**src/rtl/nbit_logic_unit_pipe_if.sv**
```systemverilog
// Handshake and data bundle for the pipelined N-bit bitwise logic unit.
// The master drives operands and the downstream ready. The slave (the unit)
// drives in_ready, the result, the zero flag and the transaction counter.
interface nbit_logic_unit_pipe_if #(
    parameter int N     = 32,
    parameter int CNT_W = 16
);
    logic             in_valid;
    logic             in_ready;
    logic [2:0]       op;
    logic [N-1:0]     a;
    logic [N-1:0]     b;
    logic             out_valid;
    logic             out_ready;
    logic [N-1:0]     out_data;
    logic             out_zero;
    logic [CNT_W-1:0] op_count;

    modport master (
        output in_valid, op, a, b, out_ready,
        input  in_ready, out_valid, out_data, out_zero, op_count
    );

    modport slave (
        input  in_valid, op, a, b, out_ready,
        output in_ready, out_valid, out_data, out_zero, op_count
    );
endinterface

```
**src/rtl/nbit_logic_unit_pipe.sv**
```systemverilog
// Pipelined N-bit bitwise logic unit.
// - A 3-bit opcode selects one of eight bitwise functions of a and b.
// - The result and its zero flag pass through LATENCY register stages.
// - Valid/ready handshakes on both sides. The whole pipe stalls when the
//   output stage holds data that downstream does not take. Bubbles are
//   kept in the pipe, not collapsed.
// - Also keeps a count of accepted transactions that wraps at 2^CNT_W.
module nbit_logic_unit_pipe #(
    parameter int N       = 32,
    parameter int LATENCY = 2,
    parameter int CNT_W   = 16
) (
    input  logic                   clk,
    input  logic                   rst_n,
    nbit_logic_unit_pipe_if.slave  bus
);

    typedef enum logic [2:0] {
        OP_NOT  = 3'b000,
        OP_AND  = 3'b001,
        OP_OR   = 3'b010,
        OP_XOR  = 3'b011,
        OP_NAND = 3'b100,
        OP_NOR  = 3'b101,
        OP_XNOR = 3'b110,
        OP_PASS = 3'b111
    } op_e;

    logic [LATENCY-1:0][N-1:0] r_data;
    logic [LATENCY-1:0]        r_zero;
    logic [LATENCY-1:0]        r_valid;
    logic [CNT_W-1:0]          r_count;

    logic                      w_adv;
    logic                      w_accept;
    logic [N-1:0]              w_result;

    // The pipe moves only when the output stage is empty or is being drained.
    assign w_adv    = !r_valid[LATENCY-1] | bus.out_ready;
    assign w_accept = bus.in_valid & w_adv;

    // Bitwise function select. An op of 000 or 111 ignores b.
    always_comb begin
        // NOTE: the default assignment first means every path assigns
        // w_result, so no latch is inferred even if the case is edited later.
        w_result = '0;
        unique case (op_e'(bus.op))
            OP_NOT:  w_result = ~bus.a;
            OP_AND:  w_result = bus.a & bus.b;
            OP_OR:   w_result = bus.a | bus.b;
            OP_XOR:  w_result = bus.a ^ bus.b;
            OP_NAND: w_result = ~(bus.a & bus.b);
            OP_NOR:  w_result = ~(bus.a | bus.b);
            OP_XNOR: w_result = ~(bus.a ^ bus.b);
            OP_PASS: w_result = bus.a;
            default: w_result = '0;
        endcase
    end

    // Pipeline stages. Stage 0 captures the new result, the later stages shift.
    always_ff @(posedge clk or negedge rst_n) begin
        if (!rst_n) begin
            // NOTE: the data and zero stages are cleared as well as the valid
            // bits, so out_data and out_zero read 0 while reset is held instead
            // of showing stale values.
            r_data  <= '0;
            r_zero  <= '0;
            r_valid <= '0;
        end else if (w_adv) begin
            // NOTE: non-blocking assignments make every stage sample the value
            // its neighbour held before this edge, so the loop order below does
            // not matter and the stages do not collapse into one.
            r_data[0]  <= w_result;
            r_zero[0]  <= (w_result == '0);
            r_valid[0] <= w_accept;
            for (int i = 1; i < LATENCY; i++) begin
                r_data[i]  <= r_data[i-1];
                r_zero[i]  <= r_zero[i-1];
                r_valid[i] <= r_valid[i-1];
            end
        end
    end

    // Accepted-transaction counter. It wraps naturally at 2^CNT_W.
    always_ff @(posedge clk or negedge rst_n) begin
        if (!rst_n) begin
            r_count <= '0;
        end else if (w_accept) begin
            r_count <= r_count + CNT_W'(1);
        end
    end

    assign bus.in_ready  = w_adv;
    assign bus.out_valid = r_valid[LATENCY-1];
    assign bus.out_data  = r_data[LATENCY-1];
    assign bus.out_zero  = r_zero[LATENCY-1];
    assign bus.op_count  = r_count;

endmodule

```
**src/flat_wrapper.sv**
```systemverilog
// flat-port wrapper written by rule: the top's interface ports become plain ports
module nbit_logic_unit_pipe_flat 
#(
    parameter int N       = 32,
    parameter int LATENCY = 2,
    parameter int CNT_W   = 16
)
  (clk, rst_n, bus_in_valid, bus_op, bus_a, bus_b, bus_out_ready, bus_in_ready, bus_out_valid, bus_out_data, bus_out_zero, bus_op_count);
  nbit_logic_unit_pipe_if #(.N(N), .CNT_W(CNT_W)) bus_i ();
  input  logic clk;
  input  logic rst_n;
  input wire logic [$bits(bus_i.in_valid)-1:0] bus_in_valid;
  input wire logic [$bits(bus_i.op)-1:0] bus_op;
  input wire logic [$bits(bus_i.a)-1:0] bus_a;
  input wire logic [$bits(bus_i.b)-1:0] bus_b;
  input wire logic [$bits(bus_i.out_ready)-1:0] bus_out_ready;
  output wire logic [$bits(bus_i.in_ready)-1:0] bus_in_ready;
  output wire logic [$bits(bus_i.out_valid)-1:0] bus_out_valid;
  output wire logic [$bits(bus_i.out_data)-1:0] bus_out_data;
  output wire logic [$bits(bus_i.out_zero)-1:0] bus_out_zero;
  output wire logic [$bits(bus_i.op_count)-1:0] bus_op_count;
  assign bus_i.in_valid = bus_in_valid;
  assign bus_i.op = bus_op;
  assign bus_i.a = bus_a;
  assign bus_i.b = bus_b;
  assign bus_i.out_ready = bus_out_ready;
  assign bus_in_ready = bus_i.in_ready;
  assign bus_out_valid = bus_i.out_valid;
  assign bus_out_data = bus_i.out_data;
  assign bus_out_zero = bus_i.out_zero;
  assign bus_op_count = bus_i.op_count;
  nbit_logic_unit_pipe #(.N(N), .LATENCY(LATENCY), .CNT_W(CNT_W)) u_core (.clk(clk), .rst_n(rst_n), .bus(bus_i));
endmodule
```
**config.mk**
```make
export PLATFORM = sky130hd
export DESIGN_NAME = nbit_logic_unit_pipe_flat
export DESIGN_NICKNAME = d
export VERILOG_FILES = /design/src/rtl/nbit_logic_unit_pipe_if.sv /design/src/rtl/nbit_logic_unit_pipe.sv /design/src/flat_wrapper.sv
export SDC_FILE = /design/constraint.sdc
export NUM_CORES = 1
export LEC_CHECK = 0
export ABC_AREA = 1
export CAP_MARGIN = 40
export CORE_MARGIN = 3
export CORE_UTILIZATION = 47
export CTS_CLUSTER_SIZE = 16
export DETAILED_ROUTE_END_ITERATION = 12
export PLACE_DENSITY = 0.75
export SETUP_SLACK_MARGIN = 0.15
export SYNTH_ARGS = -nofsm -noshare
export SYNTH_HDL_FRONTEND = slang
export SYNTH_SLANG_ARGS = --single-unit
```
**constraint.sdc**
```tcl
create_clock -name clk -period 1.58 [get_ports clk]
set_clock_uncertainty 0.1 [all_clocks]
set_input_delay 0.237 -clock clk [delete_from_list [all_inputs] [get_ports clk]]
set_output_delay 0.237 -clock clk [all_outputs]
set_load 0.02 [all_outputs]
```
After elaboration in Yosys (flattened, before gate mapping). Index checks and enable logic that the tools add are counted.

Register bits after elaboration: 84. Bits of input ports: 71. Word-level logic and storage cells: 26.

$add $sub $neg: 1. Eq/ne operators: 7. Multiplexer cells: 1. Bitwise operators: 9. Reduce and logical (&&, ||, !) cells: 3.

Operator list (number): 32-bit one-hot mux with 8 select lines (1); 32-bit NOT (4); 32-bit AND (1); 32-bit logical NOT (1); 32-bit bitwise OR (1); 32-bit XOR (1); 16-bit by 1-bit adder with 16-bit output (second input constant) (1); 3-bit equality test (second input constant) (4); 3-bit by 2-bit equality test with 1-bit output (second input constant) (2); 3-bit by 1-bit equality test with 1-bit output (second input constant) (1); 3-bit logical NOT (1); 1-bit AND (1); 1-bit logical NOT (1); 1-bit bitwise OR (1).

Longest topological paths before layout.
Word-level depth: 4. Gate-level depth with buffers: 16. Gate-level depth less buffers: 14.

Worst setup path after synthesis. No wires, ideal clock.

Path type: register to register. From: register u_core.r_valid[1]. To: register u_core.r_count[15] (netlist: u_core.bus.op_count[15]). Data arrival time: 1.593 ns. Data required time: 1.352 ns. Slack: -0.242 ns. Cell stages (with the launch flop): 12. Buffers on the path: 0. Cells stage by stage: dfrtp_1 -> inv_1 -> nor2_1 -> inv_2 -> nand2_2 -> nor2_2 -> nand3_1 -> nor2_1 -> nand3_1 -> nor2_1 -> nand2_1 -> xnor2_1.

Longest elaborated chain between the ends: 3.

RTL lines: start: declaration (RTL line nbit_logic_unit_pipe.sv:31) `logic [LATENCY-1:0] r_valid;`; start signal: indexed assignment (RTL line nbit_logic_unit_pipe.sv:79) `r_valid[i] <= r_valid[i-1];`; 1-bit logical NOT (RTL line nbit_logic_unit_pipe.sv:39) `assign w_adv = !r_valid[LATENCY-1] | bus.out_ready;`; 1-bit bitwise OR (RTL line nbit_logic_unit_pipe.sv:39); 1-bit AND (RTL line nbit_logic_unit_pipe.sv:40) `assign w_accept = bus.in_valid & w_adv;`; end signal: assignment (RTL line nbit_logic_unit_pipe.sv:89) `r_count <= r_count + CNT_W'(1);`; end: declaration (RTL line nbit_logic_unit_pipe.sv:32) `logic [CNT_W-1:0] r_count;`.

No other way between the ends. A chain may end at the register's enable or synchronous reset.

Worst setup path after layout.
From: register u_core.r_valid[1]. To: register u_core.r_count[13] (netlist: u_core.bus.op_count[13]).

Same word-level chain as after synthesis.

==> results.json <==
{
  "violations": "setup timing",
  "synth_edf_count": 0,
  "path_buf_inv": 2,
  "wirelength_um": 21900,
  "grt_max_degree": 65,
  "die_y_um": 131,
  "multi_input_area_mm2": 0.00458,
  "antenna_found_initial": 0,
  "period_needed_ns": 1.66,
  "syn_nets": 1223,
  "synth.distinct_cells": 27,
  "p_sw_mw": 2.90,
  "clkTransAtPathRegs_ns": 0.06,
  "layout_setup_ws_ns": -0.0787,
  "insertion_delay_ns": 0.34,
  "tightest_slew_ns": 0.339,
  "p_leak_nw": 5.63,
  "final_cells": 1517,
  "io_buffers": 121,
  "start_kind": "flop",
  "critPathCaptureType": "flop",
  "post_synth.cell_area_avg_um2": 6.76,
  "grt_pass1_vias": 7542,
  "pwr-share-clk_pct": 27.6,
  "grtUsageMet2_pct": 42.3,
  "via_per_inst": 5.24,
  "dpl-instance-area_mm2": 0.00952,
  "grtUsageMet3_pct": 3.24,
  "maxCapViolations": 0,
  "n_fill_cell": 1291,
  "dieArea_mm2": 0.0172,
  "vdd_drop_max_uv": 510,
  "drt_pre_antenna_iters": 5,
  "path_cells": "inv_2 > nor2_4 > inv_2 > nand2_4 > nor2_4 > nand3_4 > nor2_4 > nand3_4 > nor3_4 > xor2_1",
  "num_rows": 45,
  "async_flop_share_pct": 100,
  "clk_path_buf_depth": 2,
  "start_util_pct": 48.2,
  "min_path_type": "in2async",
  "power_frac_seq_pct": 34.8,
  "internal_power_mw": 5.36,
  "synth.area.top_cells": "dfrtp_1 (29%), nand2_1 (18%), ha_1 (11%)",
  "hold_violations": 0,
  "r2r_slack_ns": -0.08,
  "io_pins": 122,
  "top_usage_layer": "met2",
  "worstPathRequired_ns": 1.73,
  "final_cell_mix": "nand2_1 (333), buf_4 (167), nand4_1 (101), dlygate4sd2_1 (94), inv_1 (91)",
  "numCtsBuffers": 9,
  "path_common_cell": "nor2_4",
  "met1_usage_pct": 35.0,
  "cts_tree": "done",
  "rsz0062_at_grt": "true",
  "drt-initial-drc-count": 665,
  "syn_area_mm2": 0.00735,
  "grt_first_pass_wirelength_um": 36100,
  "placed_cells_incl_taps": 1471,
  "cp.arrival_ns": 1.81,
  "final_common_cell": "nand2_1",
  "final_area_mm2": 0.0103,
  "slowest_stage": "dfrtp_2",
  "cts_sinks": 84,
  "synth-warning-count": 0,
  "combPwrFrac_pct": 37.7,
  "overflow": 0,
  "htreeDepth": 3,
  "cpPeakStageDelay_ns": 0.41,
  "slew_headroom_pct": 77.4,
  "crit_family": "simple AND/OR/NAND/NOR gates",
  "synthCells": 1087,
  "dp_hpwl_um": 15600,
  "track_usage_pct": 25.8,
  "max_clock_freq_mhz": 603,
  "ys_seq_area_share_pct": 28.6,
  "crit_type": "reg2reg",
  "coreArea_mm2": 0.0153,
  "rr_startpoint": "u_core.r_valid[1]",
  "synth_top_area_share_pct": 28.6,
  "vias": 7952,
  "drc": 0,
  "routedWlPerCell_um": 14.4,
  "synth_top_cell_by_area": "dfrtp_1",
  "ys.flop_type": "dfrtp_1",
  "final_layout_size_suffix_gt1_share_pct": 24.0,
  "reg2reg_depth": 10,
  "seqCellArea_mm2": 0.00211,
  "area_growth_syn_to_layout_pct": 40.5,
  "antenna_left": 0,
  "crit_fanout": 4,
  "synth-seq-cells": 84,
  "maxSlewViolCount": 0,
  "status": "complete, but fails checks",
  "gp_congestion": 0.893,
  "timing.rr.end": "u_core.bus.op_count[13]",
  "nets": 1438,
  "power_switching_share_pct": 35.2,
  "dp_worst_setup_slack_ns": -0.604,
  "period_share_pct": 105,
  "num_antenna_cells": 0,
  "setup_viol": 6,
  "root_buffer": "clkbuf_16",
  "power.density_mw_per_mm2": 799,
  "fp.dieW_um": 131
}
cell usage after synthesis, types with 14 or more instances:
library cell,number
buf_2,23
nor2_1,82
o21ai_1,14
nand3_1,39
nand4_1,101
o21ai_0,50
clkbuf_1,28
dfrtp_1,84
buf_4,35
ha_1,65
nand3b_1,43
nand2_1,358
inv_1,109
final cells by class:
type | instances | area share [%]
inverters | 114 | 4.29
repair buffers | 307 | 25.4
well taps | 211 | 2.55
clock inverters | 4 | 0.714
clock buffers | 11 | 2.35
flip-flops and latches | 84 | 20.4
multi-input cells | 786 | 44.3
power groups by stage:
stage	clock (mW)	combinational [mW]	sequential, mW
after CTS	2.28	3.06	2.86
after global placement	0	3.02	2.88
after floorplan	0	1.74	2.92
after global routing	2.37	3.44	2.93
final	2.28	3.11	2.87
after detailed placement	0	3.08	2.89
routing by layer:
| metal | up-vias | share of wire (%) | wire length [um] |
|---|---|---|---|
| li1 | 3929 | - | - |
| met1 | 3654 | 44 | 9660 |
| met2 | 324 | 47 | 10300 |
| met3 | 45 | 6.3 | 1380 |
| met4 | 0 | 2.6 | 569 |
| met5 | - | 0 | 0 |
worst register-to-register path, stage by stage (launching register included):
cell     delay [ns]
dfrtp_2        0.41
inv_2          0.07
nor2_4         0.03
inv_2          0.08
nand2_4        0.08
nor2_4         0.12
nand3_4        0.09
nor2_4         0.13
nand3_4        0.12
nor3_4         0.18
xor2_1         0.17
sequential cells by signal, indices dropped and copies added, names as in the netlist:
signal,count
u_core.bus.out_data,32
u_core.bus.op_count,16
u_core.r_zero,2
u_core.r_data,32
u_core.r_valid,2
worst max path at each step:
stage | start | to | slack [ns] | depth (start not counted)
detailed placement | bus_a[30] | u_core.r_zero[0] | -0.60 | 14
CTS | u_core.r_valid[1] | u_core.bus.op_count[15] | -0.07 | 11
global route | u_core.r_valid[1] | u_core.bus.op_count[15] | -0.17 | 11
finish | u_core.r_valid[1] | u_core.bus.op_count[13] | -0.08 | 10
global placement | bus_a[30] | u_core.r_zero[0] | -0.58 | 14
floorplan | u_core.r_valid[1] | u_core.bus.op_count[15] | -0.11 | 11
metrics by stage:
stage | util, % | power (mW) | hold WS [ns] | TNS [ns]
final | 67.7 | 8.26 | 0.189 | -0.251
after global routing | 67.7 | 8.75 | 0.202 | -1.72
after CTS | 67.1 | 8.20 | 0.179 | -0.162
after detailed placement | 62.4 | 5.97 | -0.00564 | -18.31
after global placement | 62.4 | 5.90 | -0.00278 | -17.21
after floorplan | - | 4.66 | -0.159 | -0.350
kinds of logic (layout without fill, tap and decap cells):
group	after synthesis	count (layout)	share of synthesized area (%)
AO/OA/AOI/OAI	73	73	5.05
AND/OR/NAND/NOR	633	633	39.1
adder cells (fa/ha/maj)	65	65	11.1
XOR/XNOR	15	15	1.79
flip-flops	84	84	28.6
buffers and inverters	217	436	14.4
what timing repair did:
action	in CTS	in global routing
hold buffers	1	0
setup endpoints to repair	117	76
gates resized for setup	221	54
buffers inserted	23	6
hold endpoints to repair	84	0
gates cloned	1	0
pin swaps	66	17
Power figures use the tool's default switching activity.
